--- config.mk ---
export PLATFORM = sky130hd
export DESIGN_NAME = rx_mac_byte_packer
export DESIGN_NICKNAME = d
export VERILOG_FILES = /design/src/rtl/rx_port_pkg.sv /design/src/rtl/rx_word_fifo.sv /design/src/rtl/rx_mac_byte_packer.sv
export SDC_FILE = /design/constraint.sdc
export NUM_CORES = 1
export LEC_CHECK = 0
export CAP_MARGIN = 20
export CORE_ASPECT_RATIO = 1.1
export CORE_UTILIZATION = 55
export CTS_CLUSTER_SIZE = 12
export DETAILED_ROUTE_END_ITERATION = 12
export PLACE_DENSITY = 0.73
export SYNTH_ARGS = -nofsm -noshare
export SYNTH_HDL_FRONTEND = slang
export SYNTH_SLANG_ARGS = --single-unit
--- constraint.sdc ---
create_clock -name i_clk -period 3.56 [get_ports i_clk]
set_input_delay 0.89 -clock i_clk [delete_from_list [all_inputs] [get_ports i_clk]]
set_output_delay 0.89 -clock i_clk [all_outputs]
set_load 0.01 [all_outputs]
--- src/rtl/rx_port_pkg.sv ---
// Shared types for the receive-side port path: packer FSM states, speed codes
// and the drop-counter ceiling.
package rx_port_pkg;

  typedef enum logic [1:0] {
    IDLE,
    PACK,
    DISCARD,
    ABORT_PEND
  } pack_state_e;

  typedef enum logic [1:0] {
    SPEED_10M  = 2'b00,
    SPEED_100M = 2'b01,
    SPEED_1G   = 2'b10,
    SPEED_10G  = 2'b11
  } port_speed_e;

  localparam logic [15:0] DROP_CNT_MAX = 16'hFFFF;

endpackage

--- src/rtl/rx_word_fifo.sv ---
// Synchronous show-ahead word FIFO: dout always presents the head entry.
// A push into a full FIFO is accepted when a pop happens in the same cycle.
module rx_word_fifo #(
  parameter int WIDTH = 8,
  parameter int DEPTH = 4
) (
  input  logic             clk,
  input  logic             rst,
  input  logic             push,
  input  logic [WIDTH-1:0] din,
  input  logic             pop,
  output logic [WIDTH-1:0] dout,
  output logic             full,
  output logic             empty
);

  localparam int AW = $clog2(DEPTH);

  logic [WIDTH-1:0] mem [DEPTH];
  logic [AW:0]      wr_ptr;
  logic [AW:0]      rd_ptr;
  logic             do_push;
  logic             do_pop;

  // Extra pointer bit distinguishes full from empty when the indices match.
  assign empty   = (wr_ptr == rd_ptr);
  assign full    = (wr_ptr[AW] != rd_ptr[AW]) && (wr_ptr[AW-1:0] == rd_ptr[AW-1:0]);
  assign do_pop  = pop & ~empty;
  assign do_push = push & (~full | do_pop);
  assign dout    = mem[rd_ptr[AW-1:0]];

  always_ff @(posedge clk or posedge rst) begin
    if (rst) begin
      wr_ptr <= '0;
      rd_ptr <= '0;
    end else begin
      if (do_push) wr_ptr <= wr_ptr + 1'b1;
      if (do_pop)  rd_ptr <= rd_ptr + 1'b1;
    end
  end

  always_ff @(posedge clk) begin
    if (do_push) mem[wr_ptr[AW-1:0]] <= din;
  end

endmodule

--- src/rtl/rx_mac_byte_packer.sv ---
// Packs the MAC byte stream of one port into wide AXI-Stream words, absorbing
// ready stalls in a small FIFO and truncating or dropping frames that overflow it.
module rx_mac_byte_packer
  import rx_port_pkg::*;
#(
  parameter int PORT_NUM            = 4,
  parameter int PORT_MNG_DATA_WIDTH = 8,
  parameter int CROSS_DATA_WIDTH    = PORT_MNG_DATA_WIDTH * PORT_NUM,
  parameter int FIFO_DEPTH          = 4
) (
  input  logic                           i_clk,
  input  logic                           i_rst,
  input  logic                           i_mac_port_link,
  input  logic [1:0]                     i_mac_port_speed,
  input  logic [PORT_MNG_DATA_WIDTH-1:0] i_mac_rx_data,
  input  logic                           i_mac_rx_valid,
  input  logic                           i_mac_rx_last,
  input  logic                           i_mac_rx_crcerr,
  output logic                           o_mac_cross_port_link,
  output logic [1:0]                     o_mac_cross_port_speed,
  output logic [CROSS_DATA_WIDTH:0]      o_mac_cross_port_axi_data,
  output logic [CROSS_DATA_WIDTH/8-1:0]  o_mac_cross_axi_data_keep,
  output logic                           o_mac_cross_axi_data_valid,
  input  logic                           i_mac_cross_axi_data_ready,
  output logic                           o_mac_cross_axi_data_last,
  output logic [15:0]                    o_port_rx_drop_cnt
);

  localparam int KW    = CROSS_DATA_WIDTH / 8;
  localparam int FW    = CROSS_DATA_WIDTH + 1 + KW + 1;
  localparam int CNT_W = $clog2(PORT_NUM);
  localparam logic [FW-1:0] TERM_WORD =
    {1'b1, {{(KW-1){1'b0}}, 1'b1}, 1'b1, {CROSS_DATA_WIDTH{1'b0}}};

  pack_state_e                 state;
  port_speed_e                 speed_q;
  logic                        link_q;
  logic [CROSS_DATA_WIDTH-1:0] acc_data;
  logic [CNT_W-1:0]            byte_cnt;
  logic                        frame_started;
  logic                        term_owed;
  logic [15:0]                 drop_cnt;

  logic [CROSS_DATA_WIDTH-1:0] word_data;
  logic [KW-1:0]               word_keep;
  logic                        byte_in;
  logic                        word_done;
  logic                        pack_push;
  logic                        term_push;
  logic                        fifo_push;
  logic [FW-1:0]               fifo_din;
  logic [FW-1:0]               fifo_dout;
  logic                        fifo_full;
  logic                        fifo_empty;
  logic                        fifo_pop;
  logic                        fifo_room;
  logic                        drop_evt;

  // Output handshake: a word transfers on a cycle where valid and ready are both
  // high; while valid is high and ready low, data/keep/last hold the FIFO head.
  assign fifo_pop  = ~fifo_empty & i_mac_cross_axi_data_ready;
  assign fifo_room = ~fifo_full | fifo_pop;

  assign byte_in   = i_mac_rx_valid & i_mac_port_link;
  assign word_done = byte_in & (i_mac_rx_last | (byte_cnt == CNT_W'(PORT_NUM - 1)));
  assign pack_push = word_done & ((state == IDLE) | (state == PACK));
  assign term_push = (state == ABORT_PEND);
  assign fifo_push = (pack_push | term_push) & fifo_room;
  assign fifo_din  = term_push ? TERM_WORD
                   : {i_mac_rx_last, word_keep, i_mac_rx_last & i_mac_rx_crcerr, word_data};

  always_comb begin
    word_data = acc_data;
    word_data[int'(byte_cnt)*PORT_MNG_DATA_WIDTH +: PORT_MNG_DATA_WIDTH] = i_mac_rx_data;
    for (int k = 0; k < KW; k++) word_keep[k] = (k <= int'(byte_cnt));
  end

  always_comb begin
    drop_evt = 1'b0;
    case (state)
      IDLE:       drop_evt = byte_in & i_mac_rx_last & ~fifo_room;
      PACK:       drop_evt = ~i_mac_port_link | (word_done & ~fifo_room);
      ABORT_PEND: drop_evt = byte_in;
      default:    drop_evt = 1'b0;
    endcase
  end

  // acc_data is kept zero outside PACK so unused byte lanes of a short word read 0.
  always_ff @(posedge i_clk or posedge i_rst) begin
    if (i_rst) begin
      state         <= IDLE;
      speed_q       <= SPEED_10M;
      link_q        <= 1'b0;
      acc_data      <= '0;
      byte_cnt      <= '0;
      frame_started <= 1'b0;
      term_owed     <= 1'b0;
      drop_cnt      <= '0;
    end else begin
      link_q  <= i_mac_port_link;
      speed_q <= port_speed_e'(i_mac_port_speed);
      if (drop_evt && drop_cnt != DROP_CNT_MAX) drop_cnt <= drop_cnt + 16'd1;

      case (state)
        IDLE: begin
          frame_started <= 1'b0;
          if (byte_in && !i_mac_rx_last) begin
            acc_data <= word_data;
            byte_cnt <= CNT_W'(1);
            state    <= PACK;
          end
        end
        PACK: begin
          if (!i_mac_port_link) begin
            acc_data  <= '0;
            byte_cnt  <= '0;
            term_owed <= frame_started;
            state     <= frame_started ? ABORT_PEND : IDLE;
          end else if (word_done) begin
            acc_data <= '0;
            byte_cnt <= '0;
            if (fifo_room) begin
              frame_started <= 1'b1;
              if (i_mac_rx_last) state <= IDLE;
            end else begin
              term_owed <= frame_started;
              if (i_mac_rx_last) state <= frame_started ? ABORT_PEND : IDLE;
              else               state <= DISCARD;
            end
          end else if (byte_in) begin
            acc_data <= word_data;
            byte_cnt <= byte_cnt + 1'b1;
          end
        end
        DISCARD: begin
          if (byte_in && i_mac_rx_last) state <= term_owed ? ABORT_PEND : IDLE;
        end
        ABORT_PEND: begin
          // A frame arriving here is dropped whole; the terminator may still be owed.
          if (fifo_room) term_owed <= 1'b0;
          if (byte_in && !i_mac_rx_last) state <= DISCARD;
          else if (fifo_room)            state <= IDLE;
        end
        default: state <= IDLE;
      endcase
    end
  end

  rx_word_fifo #(
    .WIDTH (FW),
    .DEPTH (FIFO_DEPTH)
  ) u_fifo (
    .clk   (i_clk),
    .rst   (i_rst),
    .push  (fifo_push),
    .din   (fifo_din),
    .pop   (fifo_pop),
    .dout  (fifo_dout),
    .full  (fifo_full),
    .empty (fifo_empty)
  );

  assign o_mac_cross_port_link      = link_q;
  assign o_mac_cross_port_speed     = speed_q;
  assign o_mac_cross_axi_data_valid = ~fifo_empty;
  assign o_mac_cross_port_axi_data  = fifo_empty ? '0 : fifo_dout[CROSS_DATA_WIDTH:0];
  assign o_mac_cross_axi_data_keep  = fifo_empty ? '0 : fifo_dout[CROSS_DATA_WIDTH+KW:CROSS_DATA_WIDTH+1];
  assign o_mac_cross_axi_data_last  = fifo_empty ? 1'b0 : fifo_dout[FW-1];
  assign o_port_rx_drop_cnt         = drop_cnt;

endmodule

==> results of run 1 <==
registers in the layout, summed over array words and instances, names as in the netlist:
name                    count
o_port_rx_drop_cnt         16
o_mac_cross_port_speed      2
o_mac_cross_port_link       1
acc_data                   32
byte_cnt                    2
frame_started               1
u_fifo.rd_ptr               3
state                       2
u_fifo.mem                148
u_fifo.wr_ptr               3
term_owed                   1
logic make-up (layout without fill, tap and decap cells):
kind of cell	Yosys count	in the layout
DFF	211	211
xor gates and xnor gates	21	21
buffers and inverters	48	145
muxes	41	41
adders and majority gates	12	12
and+or+nand+nor	197	197
AOI/OAI and AO/OA	98	98
critical path: stages (launching register included):
cell and delay [ns]:
dfrtp_2 0.42, buf_4 0.23, xnor2_1 0.33, nand3b_1 0.17
buf_4 0.24, and2_1 0.18, clkdlybuf4s50_1 0.50
final timing paths:
check / start / endpoint / cells past startpoint
min in group asynchronous: i_rst / o_mac_cross_port_speed[1]$_DFF_PP0_ / 2
worst min register to register: o_port_rx_drop_cnt[12]$_DFFE_PP0P_ / o_port_rx_drop_cnt[12]$_DFFE_PP0P_ / 1
worst max-delay path: u_fifo.rd_ptr[0]$_DFFE_PP0P_ / o_mac_cross_port_axi_data[6] / 6
worst max register to register: byte_cnt[0]$_DFFE_PP0P_ / acc_data[9]$_DFFE_PP0P_ / 6
worst min-delay path: o_port_rx_drop_cnt[12]$_DFFE_PP0P_ / o_port_rx_drop_cnt[12]$_DFFE_PP0P_ / 1
max in group asynchronous: i_rst / acc_data[20]$_DFFE_PP0P_ / 3
layout by cell type, fill, tap and decap left out, types with 13 or more instances in the layout:
cell type,instances
clkbuf_16,23
clkdlybuf4s50_1,74
buf_4,19
dfrtp_1,62
xor2_1,16
nor2b_1,39
a22o_1,32
a21oi_1,39
edfxtp_1,148
and2_1,45
clkbuf_1,13
mux4_2,37
nor2_1,40
nand2_1,15
per-layer routing:
metal	part of all wire	up-vias	track usage
met5	0	-	0
met3	0.050	29	0.0309
met2	0.51	181	0.384
met4	0.017	0	0.0596
met1	0.42	2906	0.310
li1	-	2530	-
power by group:
| group | switching [W] | internal [W] | total, W |
|---|---|---|---|
| Sequential | 0.000226 | 0.00304 | 0.00327 |
| Combinational | 0.00168 | 0.00175 | 0.00343 |
| Clock | 0.000869 | 0.00131 | 0.00218 |
| Total | 0.00278 | 0.00609 | 0.00887 |
metrics by stage:
stage | util | instances
4_1_cts | 0.671 | 929
3_5_place_dp | 0.630 | 889
6_report | 0.671 | 929
5_1_grt | 0.671 | 929
2_1_floorplan | - | 628
3_3_place_gp | 0.630 | 889
cell type report:
class | count | area [um^2] | share of cell area
repair buffers | 98 | 983 | 0.0888
well taps | 204 | 255 | 0.0231
flip-flops and latches | 211 | 6020 | 0.544
clock buffers | 38 | 652 | 0.0589
clock inverters | 2 | 35.0 | 0.00316
multi-input cells | 369 | 3100 | 0.280
inverters | 7 | 26.3 | 0.00237
==> reports/metrics.csv, run 1 <==
metric,value,unit
maxSlewHeadroom,0.499,
cts_hold_buf,0,
ys_ff_latch,211,
tns,0,ns
gr-total-overflow,0,
synth_top_family_by_area,simple AND/OR/NAND/NOR gates,
start_util,0.566,
n_antenna_cell,0,
setup_violations,0,
netlist_instances,628,
drt_iter0_markers,346,
syn2layout_area_growth,18.7,%
grt_max_degree,39,
dieWidth,126,um
cts_tree,done,
num-fill-cells,1126,
hp-class,reg2reg,
power_leakage,4.09,nW
synth_xor_area_frac,0.0197,
yosysUniqueCellTypes,55,
portBuffers,74,
worstSetupPathType,reg2out,
synth_mux_area_frac,0.0940,
synth_edf_count,148,
irDropWorstVdd,0.582,mV
place.gp.congestion,0.891,
yosysSeqAreaShare,0.645,
critPathRequiredTime,2.67,ns
cp-end-kind,output pin,
cts_buffer_depth,3,
grt_pass1_vias,5745,
clkSinkCount,211,
clock_latency,0.50,ns
place_area,0.0104,mm^2
syn_area,0.00933,mm^2
dieArea,0.0175,mm^2
skew,0.0177,ns
htreeDepth,1,
max_cap_violations,0,
vias,5646,
final_layout_size_suffix_gt1_frac,0.150,
wire_per_inst,21.0,um
fmax,287,MHz
r2r_setup_slack,0.93,ns
min_period,3.48,ns
core,0.0165,mm^2
cp_max_fo,23,
fin_area,0.0111,mm^2
cts_buffers,22,
finalCritPeriodShare,0.977,
grt_pass1_wl,30.8,mm
async_flop_share,0.299,
yosys_warnings,0,
die_y,139,um
pre_cts_ws,0.340,ns
powerDensity,801,mW/mm^2
synth_fa_ha_area_frac,0.0161,
yosys.area.top_type,edfxtp_1,
nNetsFinal,738,
holdWs,0.485,ns
slew_violations,0,
final.setup.worst_slack,0.0808,ns
cts_setup_buffers,0,
synth.most_common_cell,edfxtp_1,
hpwl,12.4,mm
synth-compound-area-share,0.0726,
yosysTopAreaCellShare,0.476,
outcome,completed,
total_power,0.00887,W
row_count,49,
startpoint_type,flop,
synthTopCellsByArea,"edfxtp_1, dfrtp_1, mux4_2, and2_1, a22o_1",
synthSimpleGateAreaFrac,0.130,
via_per_inst,6.08,
groute.usage.overall,0.226,
hold_viol_final,0,
yosys-top-cells-count,"edfxtp_1, dfrtp_1, and2_1, nor2_1",
clock-root-buffer,clkbuf_16,
first_pass_iters,4,
synth_nets,657,
drc,0,
worstPathArrival,2.59,ns
clk_pin_slew,0.06,ns
wl,19.5,mm
antenna_found_initial,0,
ant_nets,0,
rsz0062_at_grt,no,
syn_area_per_cell,14.9,um^2
worstMarginPinSlew,0.750,ns
synth_ff_type,edfxtp_1,
ctsResizeCount,0,
pin_count,75,
Power figures use the tool's default switching activity.
==> inputs of run 2 (changes only) <==
==> constraint.sdc (replaced) <==
create_clock -name i_clk -period 3.49 [get_ports i_clk]
set_input_delay 0.8725 -clock i_clk [delete_from_list [all_inputs] [get_ports i_clk]]
set_output_delay 0.8725 -clock i_clk [all_outputs]
set_load 0.01 [all_outputs]
==> run 2 against run 1 <==
Core utilization is 0.17 points higher. Global-route usage is 0.10 points higher. Via count is 0.99% lower. Critical path depth is 2 lower. Wire length is 1.3% lower. Sequential power is 3% higher. First-iteration DRC count is 12% higher. Critical path type unchanged. Critical endpoint is now o_mac_cross_port_axi_data[18]. Largest cell class unchanged. Largest power group unchanged.
==> reports/metrics.csv, run 2 (synthesis results as in run 1) <==
metric,value,unit,change
worstPathArrival,2.51,ns,-0.08 ns
wire_per_inst,20.7,um,-1.1%
clock_latency,0.50,ns,about the same
startpoint_type,flop,,
clockPowerShare,0.246,,about the same
core,0.0165,mm^2,unchanged
fin_util,0.673,,+0.00174
ctsResizeCount,1,,+1
portBuffers,74,,unchanged
via_per_inst,6.03,,-0.78%
hold_viol_final,0,,unchanged
cts_setup_buffers,0,,unchanged
slew_violations,0,,unchanged
place.gp.congestion,0.843,,-5.3%
placed_cells,887,,-0.22%
worstSetupPathType,reg2out,,
outcome,completed,,
irDropWorstVdd,0.525,mV,-9.8%
largest_register_ffs,148,,unchanged
start_util,0.566,,unchanged
n_antenna_cell,0,,unchanged
grt_max_degree,55,,+41%
drc,0,,unchanged
min_period,3.39,ns,
dieWidth,126,um,unchanged
fmax,295,MHz,
clk_pin_slew,0.06,ns,about the same
first_pass_iters,5,,+1
r2r_start,byte_cnt[0]$_DFFE_PP0P_,,
wl,19.2,mm,-1.3%
hpwl,12.0,mm,-3.8%
tns,0,ns,unchanged
grt_pass1_wl,31.0,mm,+0.52%
drt_iter0_markers,389,,+12%
max_cap_violations,0,,unchanged
rsz0062_at_grt,no,,
ant_nets,0,,unchanged
power_leakage,4.10,nW,+0.18%
cts_buffer_depth,3,,unchanged
clkSinkCount,211,,unchanged
clock-root-buffer,clkbuf_16,,
worstMarginPinSlew,0.758,ns,+0.00778 ns
syn2layout_area_growth,19.0,%,
final_layout_size_suffix_gt1_frac,0.148,,-0.00235
cp_max_fo,16,,-30%
skew,0.0182,ns,+0.000547 ns
setup_violations,0,,unchanged
vias,5590,,-0.99%
netSwitchingPower,0.00281,W,+1.1%
pin_count,75,,unchanged
row_count,49,,unchanged
grt_pass1_vias,5827,,+1.4%
stdcell_count,927,,-0.22%
p_int,0.00623,W,+2.3%
hp-class,reg2reg,,
hp-start,u_fifo.wr_ptr[2]$_DFFE_PP0N_,,
nNetsFinal,736,,-0.27%
maxSlewHeadroom,0.488,,-0.0113
powerDensity,814,mW/mm^2,+1.7%
p_sw_frac,0.310,,-0.00249
cts_hold_buf,0,,unchanged
die_y,139,um,unchanged
power_frac_comb,0.381,,-0.005
cts_tree,done,,
cts_buffers,22,,unchanged
dieArea,0.0175,mm^2,unchanged
critPathLaunch,u_fifo.rd_ptr[0]$_DFFE_PP0P_,,
htreeDepth,1,,unchanged
seq_power_share,0.374,,+0.006
finalCritPeriodShare,0.971,,
groute.usage.overall,0.227,,+0.00104
critPathRequiredTime,2.62,ns,-0.05 ns
antenna_found_initial,0,,unchanged
gr-total-overflow,0,,unchanged
cp-end-kind,output pin,,
final_cell_mix,"edfxtp_1, clkdlybuf4s50_1, dfrtp_1",,
layout.cells.most_common,edfxtp_1,,
run 2: cell types whose count changed in the layout (fill, tap and decap cells not counted):
cell	change
buf_4	-6
clkinv_1	+1
clkbuf_1	-1
dfrtp_2	-1
dfrtp_4	+1
buf_12	+3
buf_6	+1
run 2: worst max-delay path: stages, from the launching register on:
cell and delay (ns):
dfrtp_4 0.60, buf_12 0.23, mux4_2 0.53, and2_1 0.17, clkdlybuf4s50_1 0.47
run 2: per-stage QoR:
| stage | area [um^2] | power [W] | setup slack (ns) | hold WS (ns) |
|---|---|---|---|---|
| floorplan | 9330 | 0.00538 | 0.359 | 0.458 |
| finish | 11100 | 0.00904 | 0.103 | 0.492 |
| detailed placement | 10400 | 0.00688 | 0.308 | 0.475 |
| CTS | 11100 | 0.00912 | 0.0407 | 0.491 |
| global placement | 10400 | 0.00678 | 0.475 | 0.473 |
| global route | 11100 | 0.00947 | 0.00663 | 0.503 |
run 2: power groups by stage:
stage | clock network, W | logic, W | registers (W)
final | 0.00222 | 0.00344 | 0.00338
after CTS | 0.00226 | 0.00348 | 0.00337
after detailed placement | 0 | 0.00346 | 0.00342
after floorplan | 0 | 0.00207 | 0.00331
after global routing | 0.00236 | 0.00370 | 0.00341
after global placement | 0 | 0.00339 | 0.00339
run 2: cell type report:
type / instances / area, um^2
repair buffers: 96 / 1010
multi-input cells: 369 / 3100
clock inverters: 3 / 38.8
inverters: 7 / 26.3
flip-flops and latches: 211 / 6020
clock buffers: 37 / 648
well taps: 204 / 255
fillers: 1121 / 5390
run 2: per-layer routing:
metal	GRT usage	share of wire	up-vias
li1	-	-	2525
met1	0.303	0.41	2800
met2	0.388	0.51	227
met3	0.0328	0.065	38
met4	0.0717	0.023	0
met5	0	0	-
run 2: final timing paths:
path | end | slack [ns] | cells past startpoint
min in group asynchronous | o_mac_cross_port_speed[1]$_DFF_PP0_ | 0.63 | 2
max in group asynchronous | acc_data[14]$_DFFE_PP0P_ | 2.30 | 3
max | o_mac_cross_port_axi_data[18] | 0.10 | 4
min | u_fifo.wr_ptr[2]$_DFFE_PP0N_ | 0.49 | 1
min reg2reg | u_fifo.wr_ptr[2]$_DFFE_PP0N_ | 0.49 | 1
max reg2reg | acc_data[0]$_DFFE_PP0P_ | 0.59 | 5
==> inputs of run 3 (changes only) <==
--- a/config.mk
+++ b/config.mk
@@ -11,6 +11,7 @@
 export CTS_CLUSTER_SIZE = 12
 export DETAILED_ROUTE_END_ITERATION = 12
 export PLACE_DENSITY = 0.73
+export SKIP_LAST_GASP = 1
 export SYNTH_ARGS = -nofsm -noshare
 export SYNTH_HDL_FRONTEND = slang
 export SYNTH_SLANG_ARGS = --single-unit
==> results of run 3 <==
No change in the layout: final DEF, timing and power equal those of run 2.
